$ cat config.mk
export PLATFORM = sky130hd
export DESIGN_NAME = mac_stream_unit_flat
export DESIGN_NICKNAME = d
export VERILOG_FILES = /design/src/rtl/mac_stream_unit_if.sv /design/src/rtl/mac_stream_unit.sv /design/src/flat_wrapper.sv
export SDC_FILE = /design/constraint.sdc
export NUM_CORES = 1
export LEC_CHECK = 0
export BUFFER_PORTS_ARGS = -buffer_cell sky130_fd_sc_hd__buf_2
export CAP_MARGIN = 30
export CORE_MARGIN = 4
export CORE_UTILIZATION = 45
export DETAILED_ROUTE_END_ITERATION = 6
export PLACE_DENSITY = 0.78
export SLEW_MARGIN = 30
export SYNTH_ARGS = -nofsm -noshare
export SYNTH_HDL_FRONTEND = slang
export SYNTH_SLANG_ARGS = --single-unit
$ cat constraint.sdc
create_clock -name clk -period 2.6 [get_ports clk]
set_clock_uncertainty 0.1 [all_clocks]
set_input_delay 0.13 -clock clk [delete_from_list [all_inputs] [get_ports clk]]
set_output_delay 0.13 -clock clk [all_outputs]
set_load 0.02 [all_outputs]
$ cat src/rtl/mac_stream_unit_if.sv
// Operand/result handshake bundle for mac_stream_unit; the unit uses the slave side.
// The master side is the operand source plus the result consumer.
interface mac_stream_unit_if #(
    parameter int DATA_W = 4,
    parameter int ACC_W  = 12,
    parameter int CNT_W  = 4
);
    logic              start;
    logic              in_valid;
    logic              in_ready;
    logic [DATA_W-1:0] A;
    logic [DATA_W-1:0] B;
    logic              out_valid;
    logic              out_ready;
    logic [ACC_W-1:0]  out;
    logic              overflow;
    logic              busy;
    logic [CNT_W-1:0]  count;

    modport slave (
        input  start, in_valid, A, B, out_ready,
        output in_ready, out_valid, out, overflow, busy, count
    );

    modport master (
        output start, in_valid, A, B, out_ready,
        input  in_ready, out_valid, out, overflow, busy, count
    );
endinterface

$ cat src/rtl/mac_stream_unit.sv
// LEN-term dot product: multiply register then accumulate register; result valid two cycles after the final accept.
// Operands are accepted only in RUN; the result is held in DONE until out_ready.
module mac_stream_unit #(
    parameter int DATA_W   = 4,
    parameter int LEN      = 10,
    parameter int ACC_W    = 12,
    parameter int SIGNED   = 0,
    parameter int SATURATE = 1
) (
    input  logic              clk,
    input  logic              rst,
    mac_stream_unit_if.slave  bus
);
    localparam int CNT_W  = $clog2(LEN + 1);
    localparam int PROD_W = 2 * DATA_W;

    typedef enum logic [1:0] {IDLE, RUN, FLUSH, DONE} state_t;

    state_t            state;
    state_t            state_nxt;
    logic              accept;
    logic [PROD_W-1:0] a_ext;
    logic [PROD_W-1:0] b_ext;
    logic [PROD_W-1:0] mul_res;
    logic [PROD_W-1:0] prod_r;
    logic              prod_v;
    logic [ACC_W-1:0]  prod_ext;
    logic [ACC_W:0]    sum_u;
    logic [ACC_W-1:0]  acc_sum;
    logic [ACC_W-1:0]  acc_nxt;
    logic [ACC_W-1:0]  acc;
    logic              step_ovf;
    logic [CNT_W-1:0]  count_r;
    logic              ovf_r;

    assign accept = (state == RUN) && bus.in_valid;

    always_comb begin
        state_nxt     = state;
        bus.in_ready  = 1'b0;
        bus.busy      = 1'b0;
        bus.out_valid = 1'b0;
        case (state)
            IDLE: begin
                if (bus.start) state_nxt = RUN;
            end
            RUN: begin
                bus.in_ready = 1'b1;
                bus.busy     = 1'b1;
                if (accept && (count_r == CNT_W'(LEN - 1))) state_nxt = FLUSH;
            end
            FLUSH: begin
                bus.busy  = 1'b1;
                state_nxt = DONE;
            end
            DONE: begin
                bus.out_valid = 1'b1;
                if (bus.out_ready) state_nxt = IDLE;
            end
            default: state_nxt = IDLE;
        endcase
    end

    // Operands are widened to the product width first so one multiplier serves both signednesses.
    always_comb begin
        if (SIGNED != 0) begin
            a_ext    = PROD_W'($signed(bus.A));
            b_ext    = PROD_W'($signed(bus.B));
            prod_ext = ACC_W'($signed(prod_r));
        end else begin
            a_ext    = PROD_W'(bus.A);
            b_ext    = PROD_W'(bus.B);
            prod_ext = ACC_W'(prod_r);
        end
        mul_res = a_ext * b_ext;
    end

    always_comb begin
        sum_u   = {1'b0, acc} + {1'b0, prod_ext};
        acc_sum = sum_u[ACC_W-1:0];
        if (SIGNED != 0)
            step_ovf = (acc[ACC_W-1] == prod_ext[ACC_W-1]) && (acc_sum[ACC_W-1] != acc[ACC_W-1]);
        else
            step_ovf = sum_u[ACC_W];
        acc_nxt = acc_sum;
        // A signed overflow goes in the direction of the (shared) operand sign.
        if (step_ovf && (SATURATE != 0)) begin
            if (SIGNED == 0)
                acc_nxt = '1;
            else if (acc[ACC_W-1])
                acc_nxt = {1'b1, {(ACC_W-1){1'b0}}};
            else
                acc_nxt = {1'b0, {(ACC_W-1){1'b1}}};
        end
    end

    always_ff @(posedge clk or negedge rst) begin
        if (!rst) begin
            state   <= IDLE;
            prod_r  <= '0;
            prod_v  <= 1'b0;
            acc     <= '0;
            count_r <= '0;
            ovf_r   <= 1'b0;
        end else begin
            state  <= state_nxt;
            prod_v <= accept;
            if (accept) begin
                prod_r  <= mul_res;
                count_r <= count_r + CNT_W'(1);
            end
            if ((state == IDLE) && bus.start) begin
                acc     <= '0;
                count_r <= '0;
                ovf_r   <= 1'b0;
            end else if (prod_v) begin
                acc <= acc_nxt;
                if (step_ovf) ovf_r <= 1'b1;
            end
        end
    end

    assign bus.out      = acc;
    assign bus.overflow = ovf_r;
    assign bus.count    = count_r;
endmodule

$ cat src/flat_wrapper.sv
// flat-port wrapper written by rule: the top's interface ports become plain ports
module mac_stream_unit_flat 
#(
    parameter int DATA_W   = 4,
    parameter int LEN      = 10,
    parameter int ACC_W    = 12,
    parameter int SIGNED   = 0,
    parameter int SATURATE = 1
)
  (clk, rst, bus_start, bus_in_valid, bus_A, bus_B, bus_out_ready, bus_in_ready, bus_out_valid, bus_out, bus_overflow, bus_busy, bus_count);
  mac_stream_unit_if #(.DATA_W(DATA_W), .ACC_W(ACC_W), .CNT_W(4)) bus_i ();
  input  logic clk;
  input  logic rst;
  input wire logic [$bits(bus_i.start)-1:0] bus_start;
  input wire logic [$bits(bus_i.in_valid)-1:0] bus_in_valid;
  input wire logic [$bits(bus_i.A)-1:0] bus_A;
  input wire logic [$bits(bus_i.B)-1:0] bus_B;
  input wire logic [$bits(bus_i.out_ready)-1:0] bus_out_ready;
  output wire logic [$bits(bus_i.in_ready)-1:0] bus_in_ready;
  output wire logic [$bits(bus_i.out_valid)-1:0] bus_out_valid;
  output wire logic [$bits(bus_i.out)-1:0] bus_out;
  output wire logic [$bits(bus_i.overflow)-1:0] bus_overflow;
  output wire logic [$bits(bus_i.busy)-1:0] bus_busy;
  output wire logic [$bits(bus_i.count)-1:0] bus_count;
  assign bus_i.start = bus_start;
  assign bus_i.in_valid = bus_in_valid;
  assign bus_i.A = bus_A;
  assign bus_i.B = bus_B;
  assign bus_i.out_ready = bus_out_ready;
  assign bus_in_ready = bus_i.in_ready;
  assign bus_out_valid = bus_i.out_valid;
  assign bus_out = bus_i.out;
  assign bus_overflow = bus_i.overflow;
  assign bus_busy = bus_i.busy;
  assign bus_count = bus_i.count;
  mac_stream_unit #(.DATA_W(DATA_W), .LEN(LEN), .ACC_W(ACC_W), .SIGNED(SIGNED), .SATURATE(SATURATE)) u_core (.clk(clk), .rst(rst), .bus(bus_i));
endmodule
==> results of run 1 <==
[flip-flops by register name, indices dropped and copies added (netlist names)]
signal,flops
u_core.bus.out,12
u_core.prod_r,8
u_core.bus.count,4
u_core.state,2
u_core.bus.overflow,1
u_core.prod_v,1
[kinds of logic after synthesis]
kind of cell | after synthesis
AOI/OAI and AO/OA | 50
buffers and inverters | 21
adders and majority gates | 32
DFF | 28
and+or+nand+nor | 63
muxes | 3
xor gates and xnor gates | 11
[worst max-delay path, cell delays in order]
cell     delay (ps)
buf_2            90
nand2_1          80
fa_1            500
fa_1            560
inv_1            50
ha_1            260
a21o_1          100
a21o_1          120
a21oi_1          70
or4_1           400
nand3_1         100
[per-stage QoR]
stage,cells,worst slack (ps),utilization (%)
global placement,297,1.694,52.87
finish,302,237.6,54.37
floorplan,208,83.13,-
detailed placement,297,-83.11,52.87
global route,302,93.83,54.37
CTS,302,223.2,54.37
[what timing repair did]
action	in CTS	in global routing
endpoints found under the hold margin	28	0
endpoints found under the setup margin	0	0
hold buffers	1	0
[placed cells by master (no fill, tap or decap), drive strengths merged, types with 3 or more instances in the layout]
master,netlist,routed
buf,1,41
dfrtp,28,28
ha,27,27
nand2,23,23
inv,17,17
o21ai,13,13
a21oi,11,11
and2,10,10
nor2,10,10
o221a,8,8
nand3,7,7
xnor2,6,6
xor2,5,5
a21o,5,5
fa,5,5
clkbuf,3,4
a211oi,3,3
o211ai,3,3
nor3b,3,3
[path summary, 6_finish.rpt]
check                                    start                  end  slack, ps  cells after the start
setup reg to reg             u_core.bus.out[0]    u_core.bus.out[1]        290                      7
min in group asynchronous                  rst    u_core.bus.out[9]        300                      2
setup / recovery                      bus_B[3]     u_core.prod_r[7]        240                     11
hold / removal                        bus_B[0]     u_core.prod_r[0]         30                      3
max in group asynchronous                  rst     u_core.prod_r[3]       1700                      2
hold reg to reg            u_core.bus.overflow  u_core.bus.overflow        380                      2
[layer usage]
layer  share of wire [%]  routed length [microns]  vias up
met5                   0                        0        -
met4                 1.6                       63        0
met3                 2.3                       89        6
met2                  52                     2029       21
met1                  44                     1727      758
li1                    -                        -      828
[power by group through the flow]
stage	Clock (uW)	Combinational [uW]	Sequential, uW
final	261	1260	742
after global routing	291	1430	769
after CTS	273	1270	743
after detailed placement	0	1260	754
after global placement	0	1210	743
after floorplan	0	888	804
[cell type report]
cell class | instances | area [sq um]
fillers | 375 | 1987
inverters | 17 | 63.81
clock buffers | 4 | 55.05
flip-flops and latches | 28 | 700.7
multi-input cells | 159 | 1245
well taps | 52 | 65.06
repair buffers | 42 | 237.7
==> metrics, run 1 <==
# rows 24; Post-Route WL 3910 microns; Core ar. 4354 sq um; Clock Root Buffer clkbuf_8; gr usage total 15.31%; worst skew pair latency 270 ps; placed cell area 2302 sq um; global route hottest layer met2; total gr overflow 0; initial antenna violation count 0; Psw 998.5 uW; fin nets 296; drt via density 5.341; Cell variety after synth 37; GP Congestion 0.7864; DRC 0; Initial Utilization 46.49%; XOR/XNOR share of the synthesized area 4.759%; largest net degree at the start of global routing 29; largest family of logic cells by synthesized area adder cells; area fraction of the dominant cell type after synthesis 34.61%; Syn. warnings 0; most frequent cells after synthesis 28 x dfrtp_1, 27 x ha_1, 23 x nand2_1; synthesized netlist cell count 208; met3 Track Usage GR 1.736%; Data required, critical path 2710 ps; Longest Clk Path Bufs 2; final hold viol count 0; # IOs 33; fraction of registers with async set or reset after synthesis 100.0%; multiplexer share of the synthesized area 1.607%; post-synth net total 253; vias in the first global route 1595; Cell Pwr Density 955.5 nW/um^2; post-synthesis cell area 2024 sq um; clock net sink count 28; CP Capture Type register; #FFs+latches synth 28; IO Port Bufs 32; Crit path arrival time 2470 ps; WHS 28.24 ps; internal power 1263 uW; clock group share of total power 11.6%; most frequent cell after synthesis dfrtp_1; Worst setup SP type primary input; Fmax 423.3 MHz; sw frac 44.14%; Hold Path Class primary input to register; post-route ant nets 0; slew margin rel. 59.55%; total negative slack 0 ps; RSZ-0062 raised after global routing no; H-tree depth 1; Gate power share 55.7%; synth top area cells dfrtp_1 35%, ha_1 17%, fa_1 4.9%; first-pass GRT wire length 6831 microns; maxcap violations 0; die area 5636 sq um; max-slew violations 0; Reg power frac 32.8%; wire per inst 12.95 microns; sequential area share after synthesis 34.61%; CTS resizes 0; # setup viols final 0; drt first pass iters 4; Synth Area in Compound Gates 18.23%; Die X 75.07 microns; leading area contributor after synthesis dfrtp_1; Top FF cell, synth dfrtp_1; GRT met1 Usage 19.40%; Setup Fix Bufs, Post-CTS 0; VDD IR-drop max 294.0 uV; Max FO, Critical Path 2; P_leak 0.001250 uW; met2 usage 27.18%; Post-Synth Simple-Gate Area 15.27%; Worst Tran Pin Value 606.7 ps; area grow syn2layout 16.93%; EDFF count, synth 0; antenna cell count 0; CTS tree done; Tot Pwr 2262 uW; Final Critical Period 2362 ps; DR iter-0 viols 118; Synth Area in Adders 21.63%; Die H 75.07 microns; outcome finished clean; dpl hpwl 3232 microns; via count 1613; Final Instance Area 2367 sq um; Avg Inst Size Synth 9.733 sq um; Setup CP Type primary input to register; CTS buffer count 3; Clock transition at path regs 90 ps; layout cell share with drive strength beyond 1 23.20%; fin crit share 90.86%
No activity file was read; power rests on OpenSTA's default activity.
==> run 2: changes to the inputs <==
--- a/config.mk
+++ b/config.mk
@@ -11,5 +11,5 @@
 export CORE_UTILIZATION = 45
 export DETAILED_ROUTE_END_ITERATION = 6
-export PLACE_DENSITY = 0.78
+export PLACE_DENSITY = 0.7
 export SLEW_MARGIN = 30
 export SYNTH_ARGS = -nofsm -noshare
==> constraint.sdc (replaced) <==
create_clock -name clk -period 2.6 [get_ports clk]
set_clock_uncertainty 0.1 [all_clocks]
set_input_delay 0.13 -clock clk [delete_from_list [all_inputs] [get_ports clk]]
set_output_delay 0.13 -clock clk [all_outputs]
set_load 0.05 [all_outputs]
==> run 2 against run 1 <==
- cell count stayed put
- register-to-register slack about the same
- cell area stayed put
- global-route usage is 0.21 points higher
- flip-flop and latch count unchanged
- count of clock-buffer cells in the layout unchanged
- setup slack better by 6.2 ps
- first-iteration DRC count down 43%
- combinational power increased by 18%
- clock power rose by 2%
- die area did not move
- routed wire length fell by 1.5%
- critical path type unchanged
- critical endpoint unchanged
- largest cell class unchanged
- largest power group unchanged
==> metrics, run 2 (same netlist as run 1, synthesis figures left out) <==
Cell Pwr Density 1056 nW/um^2 (+10%); Die H 75.07 microns (unchanged); Setup CP Type primary input to register; CTS buffer count 3 (unchanged); RSZ-0062 raised after global routing no; Min-Delay Path Depth 3 (unchanged); commonest non-fill, non-tap cell in the layout buf_2; Buf+Inv Stages, Crit Path 2 (unchanged); maxcap violations 0 (unchanged); max-slew violations 0 (unchanged); dpl hpwl 3076 microns (-4.8%); most frequent cells in the layout 32 x buf_2, 28 x dfrtp_1, 27 x ha_1, 23 x nand2_1, 17 x inv_1; DRC 0 (unchanged); total negative slack 0 ps (unchanged); Hold Path Class primary input to register; Max FO, Critical Path 2 (unchanged); slowest stage delay, CP 570 ps (about the same); clock group share of total power 10.6% (-1.0 points); # setup viols final 0 (unchanged); final hold viol count 0 (unchanged); P_leak 0.001250 uW (unchanged); area grow syn2layout 16.93% (unchanged); slew margin rel. 58.81% (-0.74 points); worst skew pair latency 270 ps (about the same); vias in the first global route 1563 (-2.0%); initial antenna violation count 0 (unchanged); Setup WS post-layout 243.9 ps (+6.238 ps); via count 1612 (-0.062%); gr usage total 15.52% (+0.21 points); outcome finished clean; CP Capture Type register; Levels on crit path 11 (unchanged); Clock Root Buffer clkbuf_8; total gr overflow 0 (unchanged); max FFs per register 12 (unchanged); Final Instance Area 2367 sq um (unchanged); IO Port Bufs 32 (unchanged); first-pass GRT wire length 6796 microns (-0.51%); Final Critical Period 2356 ps (-6.238 ps); DR iter-0 viols 67 (-43%); drt via density 5.338 (about the same); wire per inst 12.75 microns (-1.5%); GP Congestion 0.8013 (+1.9%); H-tree depth 1 (unchanged); Worst setup SP type primary input; Data required, critical path 2710 ps (about the same); crit path cell chain buf_2 > nand2_1 > fa_1 > fa_1 > inv_1 > ha_1 > a21o_1 > a21o_1 > a21oi_1 > or4_1 > nand3_1; Initial Utilization 46.49% (unchanged); Psw 1238 uW (+24%); placement-stage worst setup slack -62.14 ps (+20.97 ps); Reg power frac 29.6% (-3.2 points); CTS tree done; Clock transition at path regs 90 ps (about the same); sw frac 49.52% (+5.4 points); Worst Tran Pin Value 617.8 ps (+11.08 ps); drt first pass iters 4 (unchanged); clock net sink count 28 (unchanged); largest net degree at the start of global routing 29 (unchanged); Setup Fix Bufs, Post-CTS 0 (unchanged); post-route ant nets 0 (unchanged); Longest Clk Path Bufs 2 (unchanged); die area 5636 sq um (unchanged); fin nets 296 (unchanged); Crit path arrival time 2470 ps (about the same); # IOs 33 (unchanged); antenna cell count 0 (unchanged); Hold Path End u_core.prod_r[0]; layout cell share with drive strength beyond 1 23.20% (unchanged); FF-to-FF setup slack 300 ps (about the same); fin crit share 90.62% (-0.24 points); Post-Route WL 3850 microns (-1.5%); internal power 1261 uW (-0.16%); # rows 24 (unchanged); placed cell area 2302 sq um (unchanged); slowest cell on the critical path fa_1; Hold Path Origin bus_B[0]; RR Startpoint u_core.bus.out[0]; Crit path max-delay family adder cells; VDD IR-drop max 348.6 uV (+19%); Die X 75.07 microns (unchanged); Core ar. 4354 sq um (unchanged); CTS resizes 0 (unchanged); Reg-to-Reg End u_core.bus.out[7]; Filler cells 403 (+7.5%); Fmax 424.4 MHz (+0.26%); r2r worst-path depth 7 (unchanged); Gate power share 59.7% (+4.0 points)
==> run 2: cell counts in the layout (fill, tap and decap cells not counted) <==
Identical to the previous run, type by type.
==> run 2: repair_timing <==
| item | in CTS | in global routing |
|---|---|---|
| endpoints found under the setup margin | 0 | 0 |
| endpoints found under the hold margin | 28 | 0 |
| hold buffers | 1 | 0 |
==> run 2: layout make-up <==
cell class,instances,area [sq um],area share (%)
sequential,28,700.7,29.60
timing repair buffer,42,237.7,10.04
tap,52,65.06,2.748
multi-input combinational,159,1245,52.59
inverter,17,63.81,2.696
clock buffer,4,55.05,2.326
==> run 2: layer usage <==
layer	GRT usage (%)	vias to the layer above	share of wire [%]	routed length, microns
met5	0	-	0	0
met4	4.743	0	1.4	53
met3	1.869	5	3.4	130
met2	27.27	28	49	1876
met1	19.87	756	46	1789
li1	-	823	-	-
==> run 2: worst max-delay path by stage <==
stage / start / to / slack, ps
2_1_floorplan: bus_B[3] / u_core.prod_r[7] / 80
3_3_place_gp: bus_B[3] / u_core.prod_r[7] / -3
3_5_place_dp: bus_B[3] / u_core.prod_r[7] / -60
4_1_cts: bus_B[3] / u_core.prod_r[7] / 230
5_1_grt: bus_A[0] / u_core.prod_r[7] / 150
6_report: bus_B[3] / u_core.prod_r[7] / 240
==> run 2: per-stage QoR <==
step	hold slack [ps]	instances	utilization [%]	power (uW)
after detailed placement	85.91	297	52.87	2250
after global placement	84.96	297	52.87	2217
after floorplan	-265.6	208	-	1939
after CTS	27.45	302	54.37	2531
after global routing	63.89	302	54.37	2728
final	31.81	302	54.37	2499
==> run 2: worst register-to-register path, delay by kind of cell (launching register included) <==
kind                     cells  cell delay [ps]
AO/OA/AOI/OAI                5             1020
flip-flops                   1              410
adder cells (fa/ha/maj)      2              660
==> run 2: power groups by stage <==
stage | sequential, uW | combinational [uW] | clock [uW]
global placement | 746 | 1470 | 0
CTS | 743 | 1510 | 279
global route | 774 | 1660 | 292
detailed placement | 750 | 1500 | 0
floorplan | 979 | 960 | 0
finish | 740 | 1490 | 266
==> run 3: changes to the inputs <==
Settings changed: REMOVE_ABC_BUFFERS set to 1.
==> run 3 against run 2 <==
- clock power hardly changed
- hold slack better by 9.8 ps
- global-route usage is 0.76 points lower
- utilization stayed put
- register-to-register slack worse by 30 ps
- non-clock buffer count stayed put
- setup slack better by 20 ps
- critical path depth stayed put
- highest routed layer unchanged
==> metrics, run 3 (same netlist as run 1, synthesis figures left out) <==
drt via density 5.235 (-1.9%); initial antenna violation count 0 (unchanged); Initial Utilization 46.49% (unchanged); Worst Tran Pin Value 626.6 ps (+8.821 ps); Top Metal Used met4; area of the multi-input gates 1245 sq um (unchanged); clock net sink count 28 (unchanged); VDD IR-drop max 507.8 uV (+46%); Final Instance Area 2367 sq um (unchanged); Worst Setup SP bus_B[3]; Setup Fix Bufs, Post-CTS 0 (unchanged); outcome finished clean; H-tree depth 1 (unchanged); RR Startpoint u_core.bus.out[0]; Final Critical Period 2336 ps (-20.05 ps); layout cell share with drive strength beyond 1 23.20% (unchanged); via count 1581 (-1.9%); vias in the first global route 1466 (-6.2%); DR iter-0 viols 88 (+31%); Clock transition at path regs 100 ps (about the same); slew margin rel. 58.23% (-0.59 points); fin nets 296 (unchanged); sequential cell area 700.7 sq um (unchanged); area grow syn2layout 16.93% (unchanged); Post-CTS Hold Buffers 1 (unchanged); fin crit share 89.85% (-0.77 points); worst skew pair latency 270 ps (about the same); Die X 75.07 microns (unchanged); Min-Delay Path Depth 3 (unchanged); Cell Pwr Density 1053 nW/um^2 (-0.25%); Longest Clk Path Bufs 2 (unchanged); Max FO, Critical Path 2 (unchanged); max-slew violations 0 (unchanged); total gr overflow 0 (unchanged); IO Port Bufs 32 (unchanged); max FFs per register 12 (unchanged); met3 wire len 144 microns (+11%); Hold Path Origin bus_B[0]; Fmax 428.1 MHz (+0.86%); Data required, critical path 2710 ps (about the same); WHS 41.64 ps (+9.827 ps); placed cell area 2302 sq um (unchanged); largest net degree at the start of global routing 29 (unchanged); Core ar. 4354 sq um (unchanged); final hold viol count 0 (unchanged); GP Congestion 0.8064 (+0.64%); CTS buffer count 3 (unchanged); # setup viols final 0 (unchanged); Setup CP Type primary input to register; CTS resizes 0 (unchanged); # IOs 33 (unchanged); FF-to-FF setup slack 270 ps (-30 ps); CTS tree done; CP Capture Type register; # rows 24 (unchanged); maxcap violations 0 (unchanged); met1 wire length 1759 microns (-1.7%); wire per inst 12.50 microns (-1.9%); post-route ant nets 0 (unchanged); first-pass GRT wire length 6568 microns (-3.4%); Die H 75.07 microns (unchanged); gr usage total 14.76% (-0.76 points); Hold Path Class primary input to register; Tot Pwr 2493 uW (-0.25%); Post-Route WL 3775 microns (-1.9%); commonest non-fill, non-tap cell in the layout buf_2; DR WL met2 1856 microns (-1.1%); Crit path arrival time 2440 ps (-30 ps); DRC 0 (unchanged); antenna cell count 0 (unchanged); die area 5636 sq um (unchanged); Worst setup SP type primary input; Filler cells 391 (-3.0%); r2r worst-path depth 7 (unchanged); P_leak 0.001250 uW (unchanged); Clock Root Buffer clkbuf_8; RSZ-0062 raised after global routing no; dpl hpwl 3043 microns (-1.1%); most frequent cells in the layout 32 x buf_2, 28 x dfrtp_1, 27 x ha_1, 23 x nand2_1, 17 x inv_1; drt first pass iters 4 (unchanged)
run 3: cell counts in the layout (fill, tap and decap cells not counted):
No cell type changed its count.
run 3: worst max-delay path: stages:
cell and delay (ps):
buf_2 90, nand2_1 70, fa_1 500, fa_1 570, inv_1 50, ha_1 270
a21o_1 100, a21o_1 120, a21oi_1 70, or4_1 390, nand3_1 90
run 3: metal layers:
metal	global-route usage, %	up-vias
met4	2.964	0
met2	24.08	28
met1	20.96	731
met5	0	-
li1	-	820
met3	2.003	2
run 3: final timing paths:
kind | to
min in group asynchronous | u_core.prod_r[1]
max in group asynchronous | u_core.bus.count[0]
min | u_core.prod_r[0]
max | u_core.prod_r[7]
max reg2reg | u_core.bus.out[7]
min reg2reg | u_core.bus.overflow
run 3: area by class of cell:
cell class              instances  share of cell area [%]
flip-flops and latches         28                   29.60
multi-input cells             159                   52.59
inverters                      17                   2.696
well taps                      52                   2.748
clock buffers                   4                   2.326
repair buffers                 42                   10.04
run 3: power by group:
part / internal, uW / switching [uW] / total (uW)
clock network: 135 / 132 / 267
logic: 535 / 953 / 1490
registers: 590 / 148 / 738
run 3: through the flow:
step | util (%) | setup slack [ps] | std cells | setup TNS [ps]
5_1_grt | 54.37 | 131.4 | 302 | 0
6_report | 54.37 | 263.9 | 302 | 0
2_1_floorplan | - | 82.78 | 204 | 0
4_1_cts | 54.37 | 257.4 | 302 | 0
3_3_place_gp | 52.87 | -2.558 | 297 | -2.558
3_5_place_dp | 52.87 | -34.31 | 297 | -52.35
